$ cat config.mk
export PLATFORM = sky130hd
export DESIGN_NAME = ex_cond_stage
export DESIGN_NICKNAME = d
export VERILOG_FILES = /design/src/rtl/ex_cond_stage_pkg.sv /design/src/rtl/ex_cond_stage_cond_check.sv /design/src/rtl/ex_cond_stage.sv
export SDC_FILE = /design/constraint.sdc
export NUM_CORES = 1
export LEC_CHECK = 0
export ABC_CLOCK_PERIOD_IN_PS = 2300
export CAP_MARGIN = 40
export CELL_PAD_IN_SITES_DETAIL_PLACEMENT = 1
export CELL_PAD_IN_SITES_GLOBAL_PLACEMENT = 1
export CORE_UTILIZATION = 34
export CTS_CLUSTER_DIAMETER = 120
export DETAILED_ROUTE_END_ITERATION = 8
export GPL_TIMING_DRIVEN = 0
export PLACE_DENSITY = 0.77
export SLEW_MARGIN = 20
export SYNTH_ARGS = -nofsm -noshare
export SYNTH_HDL_FRONTEND = slang
export SYNTH_SLANG_ARGS = --single-unit
$ cat constraint.sdc
create_clock -name clk -period 2.3 [get_ports clk]
set_input_delay 0.46 -clock clk [delete_from_list [all_inputs] [get_ports clk]]
set_output_delay 0.46 -clock clk [all_outputs]
set_load 0.01 [all_outputs]
$ cat src/rtl/ex_cond_stage_pkg.sv
// Shared constants for the decode->execute control word and ARM-style condition codes.
package ex_cond_stage_pkg;

  localparam int unsigned AluCtlW = 4;
  localparam int unsigned CondW   = 4;
  localparam int unsigned FlagsW  = 4;

  typedef enum logic [CondW-1:0] {
    CondEq = 4'h0, CondNe = 4'h1, CondCs = 4'h2, CondCc = 4'h3,
    CondMi = 4'h4, CondPl = 4'h5, CondVs = 4'h6, CondVc = 4'h7,
    CondHi = 4'h8, CondLs = 4'h9, CondGe = 4'hA, CondLt = 4'hB,
    CondGt = 4'hC, CondLe = 4'hD, CondAl = 4'hE, CondNv = 4'hF
  } cond_e;

  // NZCV bit positions inside the flag vector
  localparam int unsigned FlagN = 3;
  localparam int unsigned FlagZ = 2;
  localparam int unsigned FlagC = 1;
  localparam int unsigned FlagV = 0;

  localparam logic [AluCtlW-1:0] AluNop = 4'h0;

  typedef struct packed {
    logic               alu_src;
    logic [AluCtlW-1:0] alu_control;
    logic               mem_to_reg;
    logic               reg_write;
    logic               mem_write;
    logic               plus_one;
    logic               branch;
    logic               pcsrc;
    logic [1:0]         flag_w;
    logic [CondW-1:0]   cond;
  } ctrl_t;

  localparam ctrl_t CtrlBubble = '{
    alu_src:     1'b0,
    alu_control: AluNop,
    mem_to_reg:  1'b0,
    reg_write:   1'b0,
    mem_write:   1'b0,
    plus_one:    1'b0,
    branch:      1'b0,
    pcsrc:       1'b0,
    flag_w:      2'b00,
    cond:        CondAl
  };

endpackage

$ cat src/rtl/ex_cond_stage_cond_check.sv
// Combinational condition evaluator: 4-bit condition field against NZCV flags.
module ex_cond_stage_cond_check
  import ex_cond_stage_pkg::*;
(
  input  logic [CondW-1:0]  cond,
  input  logic [FlagsW-1:0] flags,
  output logic              cond_ex
);

  logic n, z, c, v;

  always_comb begin
    n = flags[FlagN];
    z = flags[FlagZ];
    c = flags[FlagC];
    v = flags[FlagV];
    cond_ex = 1'b0;
    unique case (cond)
      CondEq:  cond_ex = z;
      CondNe:  cond_ex = !z;
      CondCs:  cond_ex = c;
      CondCc:  cond_ex = !c;
      CondMi:  cond_ex = n;
      CondPl:  cond_ex = !n;
      CondVs:  cond_ex = v;
      CondVc:  cond_ex = !v;
      CondHi:  cond_ex = c & !z;
      CondLs:  cond_ex = !c | z;
      CondGe:  cond_ex = (n == v);
      CondLt:  cond_ex = (n != v);
      CondGt:  cond_ex = !z & (n == v);
      CondLe:  cond_ex = z | (n != v);
      CondAl:  cond_ex = 1'b1;
      default: cond_ex = 1'b0;
    endcase
  end

endmodule

$ cat src/rtl/ex_cond_stage.sv
// Decode->execute control register with NZCV flag register and conditional side-effect gating.
module ex_cond_stage
  import ex_cond_stage_pkg::*;
#(
  parameter int unsigned ALUCTL_W = 4,
  parameter int unsigned COND_W   = 4,
  parameter int unsigned FLAGS_W  = 4
) (
  input  logic                clk,
  input  logic                rst_n,
  input  logic                stall_e,
  input  logic                flush_e,
  input  logic [COND_W-1:0]   cond_d,
  input  logic                alu_src_d,
  input  logic [ALUCTL_W-1:0] alu_control_d,
  input  logic                mem_to_reg_d,
  input  logic                reg_write_d,
  input  logic                mem_write_d,
  input  logic                plus_one_d,
  input  logic                branch_d,
  input  logic                pcsrc_d,
  input  logic [1:0]          flag_w_d,
  input  logic [FLAGS_W-1:0]  alu_flags_e,
  output logic                alu_src_e,
  output logic [ALUCTL_W-1:0] alu_control_e,
  output logic                mem_to_reg_e,
  output logic                plus_one_e,
  output logic                reg_write_e,
  output logic                mem_write_e,
  output logic                branch_taken_e,
  output logic                cond_ex_e,
  output logic [FLAGS_W-1:0]  flags_q
);

  ctrl_t              ctrl_q, ctrl_d;
  logic [FLAGS_W-1:0] flags_d;
  logic               cond_ex;

  ex_cond_stage_cond_check u_cond_check (
    .cond    (ctrl_q.cond),
    .flags   (flags_q),
    .cond_ex (cond_ex)
  );

  always_comb begin
    ctrl_d = ctrl_q;
    if (flush_e) begin
      ctrl_d = CtrlBubble;
    end else if (!stall_e) begin
      ctrl_d.alu_src     = alu_src_d;
      ctrl_d.alu_control = alu_control_d;
      ctrl_d.mem_to_reg  = mem_to_reg_d;
      ctrl_d.reg_write   = reg_write_d;
      ctrl_d.mem_write   = mem_write_d;
      ctrl_d.plus_one    = plus_one_d;
      ctrl_d.branch      = branch_d;
      ctrl_d.pcsrc       = pcsrc_d;
      ctrl_d.flag_w      = flag_w_d;
      ctrl_d.cond        = cond_d;
    end
  end

  // Flags commit for the instruction in E even when a flush is loading a bubble behind it
  always_comb begin
    flags_d = flags_q;
    if (cond_ex && !stall_e) begin
      if (ctrl_q.flag_w[1]) flags_d[FlagN:FlagZ] = alu_flags_e[FlagN:FlagZ];
      if (ctrl_q.flag_w[0]) flags_d[FlagC:FlagV] = alu_flags_e[FlagC:FlagV];
    end
  end

  always_ff @(posedge clk or negedge rst_n) begin
    if (!rst_n) begin
      ctrl_q  <= CtrlBubble;
      flags_q <= '0;
    end else begin
      ctrl_q  <= ctrl_d;
      flags_q <= flags_d;
    end
  end

  always_comb begin
    alu_src_e      = ctrl_q.alu_src;
    alu_control_e  = ctrl_q.alu_control;
    mem_to_reg_e   = ctrl_q.mem_to_reg;
    plus_one_e     = ctrl_q.plus_one & cond_ex;
    reg_write_e    = ctrl_q.reg_write & cond_ex;
    mem_write_e    = ctrl_q.mem_write & cond_ex;
    branch_taken_e = (ctrl_q.branch | ctrl_q.pcsrc) & cond_ex;
    cond_ex_e      = cond_ex;
  end

endmodule

==> Word-level counts from Yosys, hierarchy flattened <==
Index checks and enable logic that the tools add are counted.
{ "totals": {"regBits": 21, "output_inout_bits": 15} }
{ "classes": {"eq_ne": 17, "muxes": 3, "n_bitwise": 9, "n_reduce_logical": 9} }
{ "op_table": {"columns": ["op", "count"], "rows": [
  ["17-bit two-way mux", 2],
  ["4-bit equality test, second input constant", 7],
  ["4-bit by 3-bit equality test with 1-bit output, second input constant", 4],
  ["1-bit one-hot mux with 15 select lines", 1],
  ["4-bit by 2-bit equality test with 1-bit output, second input constant", 2],
  ["1-bit AND", 6],
  ["1-bit zero test", 5],
  ["4-bit by 1-bit equality test with 1-bit output, second input constant", 1],
  ["4-bit zero test", 1],
  ["2-bit AND reduction", 2],
  ["1-bit OR", 3],
  ["2-bit by 1-bit inequality test with 1-bit output, second input constant", 1],
  ["1-bit equality test", 1],
  ["1-bit logical AND", 1],
  ["1-bit inequality test", 1]
]} }

==> Depth between registers and ports, before layout <==
{ "depth": {"ltp_word": 5, "depth_mapped": 6} }

==> Cells and area by module <==
A second synthesis with hierarchy kept.
{ "unflattened": {"hier_cells": 101, "hier_area_um2": 1122.3} }
{ "modules_own_cells": {"columns": ["mod", "instances", "cells_each", "area_per_inst_um2"], "rows": [
  ["ex_cond_stage", 1, 73, 928.4],
  ["ex_cond_stage_cond_check", 1, 28, 193.9]
]} }

==> Least setup slack after synthesis <==
No wires, ideal clock.
{ "synth_path": {"kind": "register -> output", "start": "register ctrl_q[3] in the netlist's numbering", "end": "output mem_write_e", "arrival_ns": 1.782, "required_time_ns": 1.840, "setup_slack_ns": 0.058, "stages_incl_launch_ff": 7, "path_cell_list": "dfstp_2 > buf_2 > nor4b_1 > o31a_1 > a2111oi_4 > nand2_1 > and2_1"} }
{ "synth_between": {"elab_chain_cells": 3, "word_cells_on_any_way": 17, "cone_classes": "eq/ne: 14; mux: 1; bitwise: 1; reduce/logical: 1"} }
{ "synth_lines": {"columns": ["item", "line", "text"], "rows": [
  ["start: declaration", "ex_cond_stage.sv:35", "ctrl_t ctrl_q, ctrl_d;"],
  ["start signal: assignment", "ex_cond_stage.sv:74", "ctrl_q <= CtrlBubble;"],
  ["start signal: assignment", "ex_cond_stage.sv:77", "ctrl_q <= ctrl_d;"],
  ["4-bit equality test (tied with other cells)", "ex_cond_stage_cond_check.sv:18", "unique case (cond)"],
  ["1-bit one-hot mux with 15 select lines *", "ex_cond_stage_cond_check.sv:18", null],
  ["named net cond_ex_e", "ex_cond_stage.sv:31", "output logic cond_ex_e,"],
  ["1-bit AND *", "ex_cond_stage.sv:88", "mem_write_e = ctrl_q.mem_write & cond_ex;"],
  ["end: declaration", "ex_cond_stage.sv:29", "output logic mem_write_e,"]
]} }
Mark *: on every way through the listed nets, which the timed path passes. The rest lies on a longest branch.

==> Worst setup path in the final report <==
{ "layout_path": {"start": "register ctrl_q[3] in the netlist's numbering", "end": "output branch_taken_e"} }
{ "layout_between": {"elab_chain_cells": 3, "word_cells_on_any_way": 17, "cone_classes": "eq/ne: 14; mux: 1; bitwise: 1; reduce/logical: 1"} }
{ "layout_lines": {"columns": ["item", "line", "text"], "rows": [
  ["4-bit equality test (tied with other cells)", "ex_cond_stage_cond_check.sv:18", null],
  ["1-bit one-hot mux with 15 select lines *", "ex_cond_stage_cond_check.sv:18", null],
  ["1-bit AND *", "ex_cond_stage.sv:89", "branch_taken_e = (ctrl_q.branch | ctrl_q.pcsrc) & cond_ex;"],
  ["end: declaration", "ex_cond_stage.sv:30", "output logic branch_taken_e,"]
]} }
Mark *: on every way between the ends. The rest lies on a longest branch, timed or not.

==> metrics.md <==
| Metric | Value |
|---|---|
| Rel. slew slack | `0.652` |
| # IOs | `40` |
| Final hold violation count | `0` |
| Layout Nets | `187` |
| Leakage power of the design | `0.000773 µW` |
| Clk sinks | `21` |
| Final Instance Area | `0.00178 mm²` |
| Synth Cell Area | `0.00118 mm²` |
| Met3 usage | `0.0341` |
| Yosys reg bits | `21` |
| Syn_nets | `133` |
| EDFF count, synth | `0` |
| Worst-margin pin slew | `522 ps` |
| Cts bufs inserted | `3` |
| Outcome | `finished with violations` |
| Filler Cells Inserted | `394` |
| Maxcap violations | `0` |
| Initial detailed-routing violation count | `45` |
| Synth area leaders | `dfrtp_1, mux2i_1, dfstp_2` |
| Critical path class | `reg2out` |
| Final wirelength | `3090 µm` |
| CP max FO | `4` |
| Tot GR Track Use | `0.189` |
| Synth unique cells | `36` |
| CTS tree | `yes` |
| Clk buf depth | `2` |
| Tot Pwr | `1140 µW` |
| Largest net degree at the start of global routing | `14` |
| RePlAce Congestion | `0.730` |
| Total congestion overflow | `0` |
| Die footprint | `0.00372 mm²` |
| Non-Filler Instances | `207` |
| Setup repair after global routing missed its margin | `yes` |
| Commonest cells in the netlist | `dfrtp_1, nor2_1, mux2i_1` |
| Violated checks | `setup timing` |
| Total core area | `0.00334 mm²` |
| Most used routing layer | `met2` |
| Placed Area | `0.00164 mm²` |
| Setup violators final | `5` |
| CTS clk-pin slew, worst paths | `120 ps` |
| Cell Count Post-Placement | `193` |
| Vias/cell | `4.92` |
| Htree depth | `1` |
| Worst setup EP type | `output port` |
| WL per Instance | `14.9 µm` |
| VDD IR max | `324 µV` |
| Antenna Nets Post-Route | `0` |
| Layout cells sized above 1 | `0.267` |
| Final WS setup | `-479 ps` |
| Final core occ | `0.535` |
| Final Max Tran Viols | `0` |
| Fin Hold WS | `451 ps` |
| Grt met2 use | `0.330` |
| Count leader, synth | `dfrtp_1` |
| CTS Root Cell | `clkbuf_4` |
| Met1 Use GR | `0.251` |
| Initial core utilization | `0.355` |
| Maximum clock frequency | `0.360 GHz` |
| CP required | `1840 ps` |
| Synth Flop Type | `dfrtp_1` |
| Pwr Density | `641 mW/mm²` |
| Clk_lat worst skew | `300 ps` |
| First-pass GRT wire length | `5180 µm` |
| Die height | `61 µm` |
| Clock Skew | `7.07 ps` |
| Dominant cell type by area after synthesis | `dfrtp_1` |
| Final Cycle Share | `1.21` |
| Die W | `61 µm` |
| Crit path DAT | `2320 ps` |
| CTS Hold Bufs | `0` |
| Antenna violations before repair | `0` |
| Antenna diodes | `0` |
| Register area share after synthesis | `0.447` |
| Residual DRC | `0` |
| Pre-Repair DR Iteration Count | `3` |
| Final Critical Period | `2780 ps` |
| Via Count | `1019` |
| Top cell type's share of synthesized area | `0.381` |
| Port Buffers | `38` |
| Final HPWL DP | `2170 µm` |
| Site row count | `21` |
| Critical Path Source Type | `flip-flop` |
| Post-Synthesis Cells | `108` |
| Syn Area/Cell | `11.0 µm²` |
| Vias in the first global route | `1069` |
| Hold Path Class | `in2async` |
| Area growth syn-to-layout | `50.7%` |
| Post-synth ARST share | `1.00` |
| YS warnings | `0` |
==> power breakdown <==
group | switching [µW] | total, µW | internal [µW]
combinational | 196 | 472 | 276
clock | 114 | 182 | 67.5
sequential | 68.7 | 490 | 422
==> through the flow <==
| step | setup WS [ps] | TNS [ps] |
|---|---|---|
| global route | -569 | -2600 |
| floorplan | 57.9 | 0 |
| detailed placement | -514 | -2320 |
| global placement | -462 | -2110 |
| CTS | -437 | -1680 |
| finish | -479 | -2120 |
==> registers in the layout (all words and copies together), names as in the netlist <==
signal         cells
ctrl_q            11
mem_to_reg_e       1
alu_src_e          1
alu_control_e      4
flags_q            4
==> worst paths after layout <==
check,from,end,slack (ps),cells after the start
min in group clk,flush_e,alu_control_e[0],520,2
min,rst_n,ctrl_q[7],450,1
max,ctrl_q[3],branch_taken_e,-480,9
min reg2reg,alu_control_e[1],alu_control_e[1],540,2
max reg2reg,ctrl_q[3],flags_q[3],30,6
max in group asynchronous,rst_n,ctrl_q[2],1320,2
==> final cells by class <==
| cell class | instances | area (µm²) | share of cell area |
|---|---|---|---|
| sequential | 21 | 532 | 0.298 |
| tap | 46 | 57.6 | 0.0323 |
| timing repair buffer | 49 | 460 | 0.258 |
| clock buffer | 4 | 26.3 | 0.0147 |
| multi-input combinational | 75 | 624 | 0.350 |
| buffer | 11 | 80.1 | 0.0449 |
| inverter | 1 | 3.75 | 0.00210 |
==> worst max-delay path, stage by stage (launching register included) <==
cell	delay (ps)
dfstp_2	580
buf_6	110
nor4bb_2	40
o31a_1	300
a2111oi_4	390
nand2_2	140
buf_6	140
buf_6	100
o21a_1	90
buf_2	130
==> metal layers <==
layer  vias up  wire length, µm
met1       514             1350
met2        23             1620
met5         -                0
met4         0                0
met3         0              115
li1        482                -
==> repair_timing <==
item | in CTS | in global routing
resized for setup | 27 | 7
gates cloned | 0 | 0
setup buffers | 7 | 3
setup endpoints to repair | 5 | 6
pin swaps | 4 | 3
==> cells by family after synthesis <==
group	count (synthesis)	share of synthesized area
compound gates	13	0.113
xor+xnor	2	0.0148
simple gates	41	0.195
flops	21	0.447
buf+inv	12	0.0655
mux	19	0.165
==> cell usage in the layout (no fill, tap or decap), types with 2 or more instances in the layout <==
cell type         n
dfrtp_1          16
buf_4            11
and2_1            3
nor2_1           16
clkdlybuf4s50_1  33
buf_1             2
nor2b_1           3
clkbuf_4          3
buf_6             6
clkbuf_1          2
dfstp_2           3
buf_2             5
nand3_1           2
dfrtp_2           2
nand2_1           2
mux2_1            3
nand4b_1          2
xnor2_1           2
nand2b_1          3
mux2i_1          14
a211o_1           3
Power figures use the tool's default switching activity.
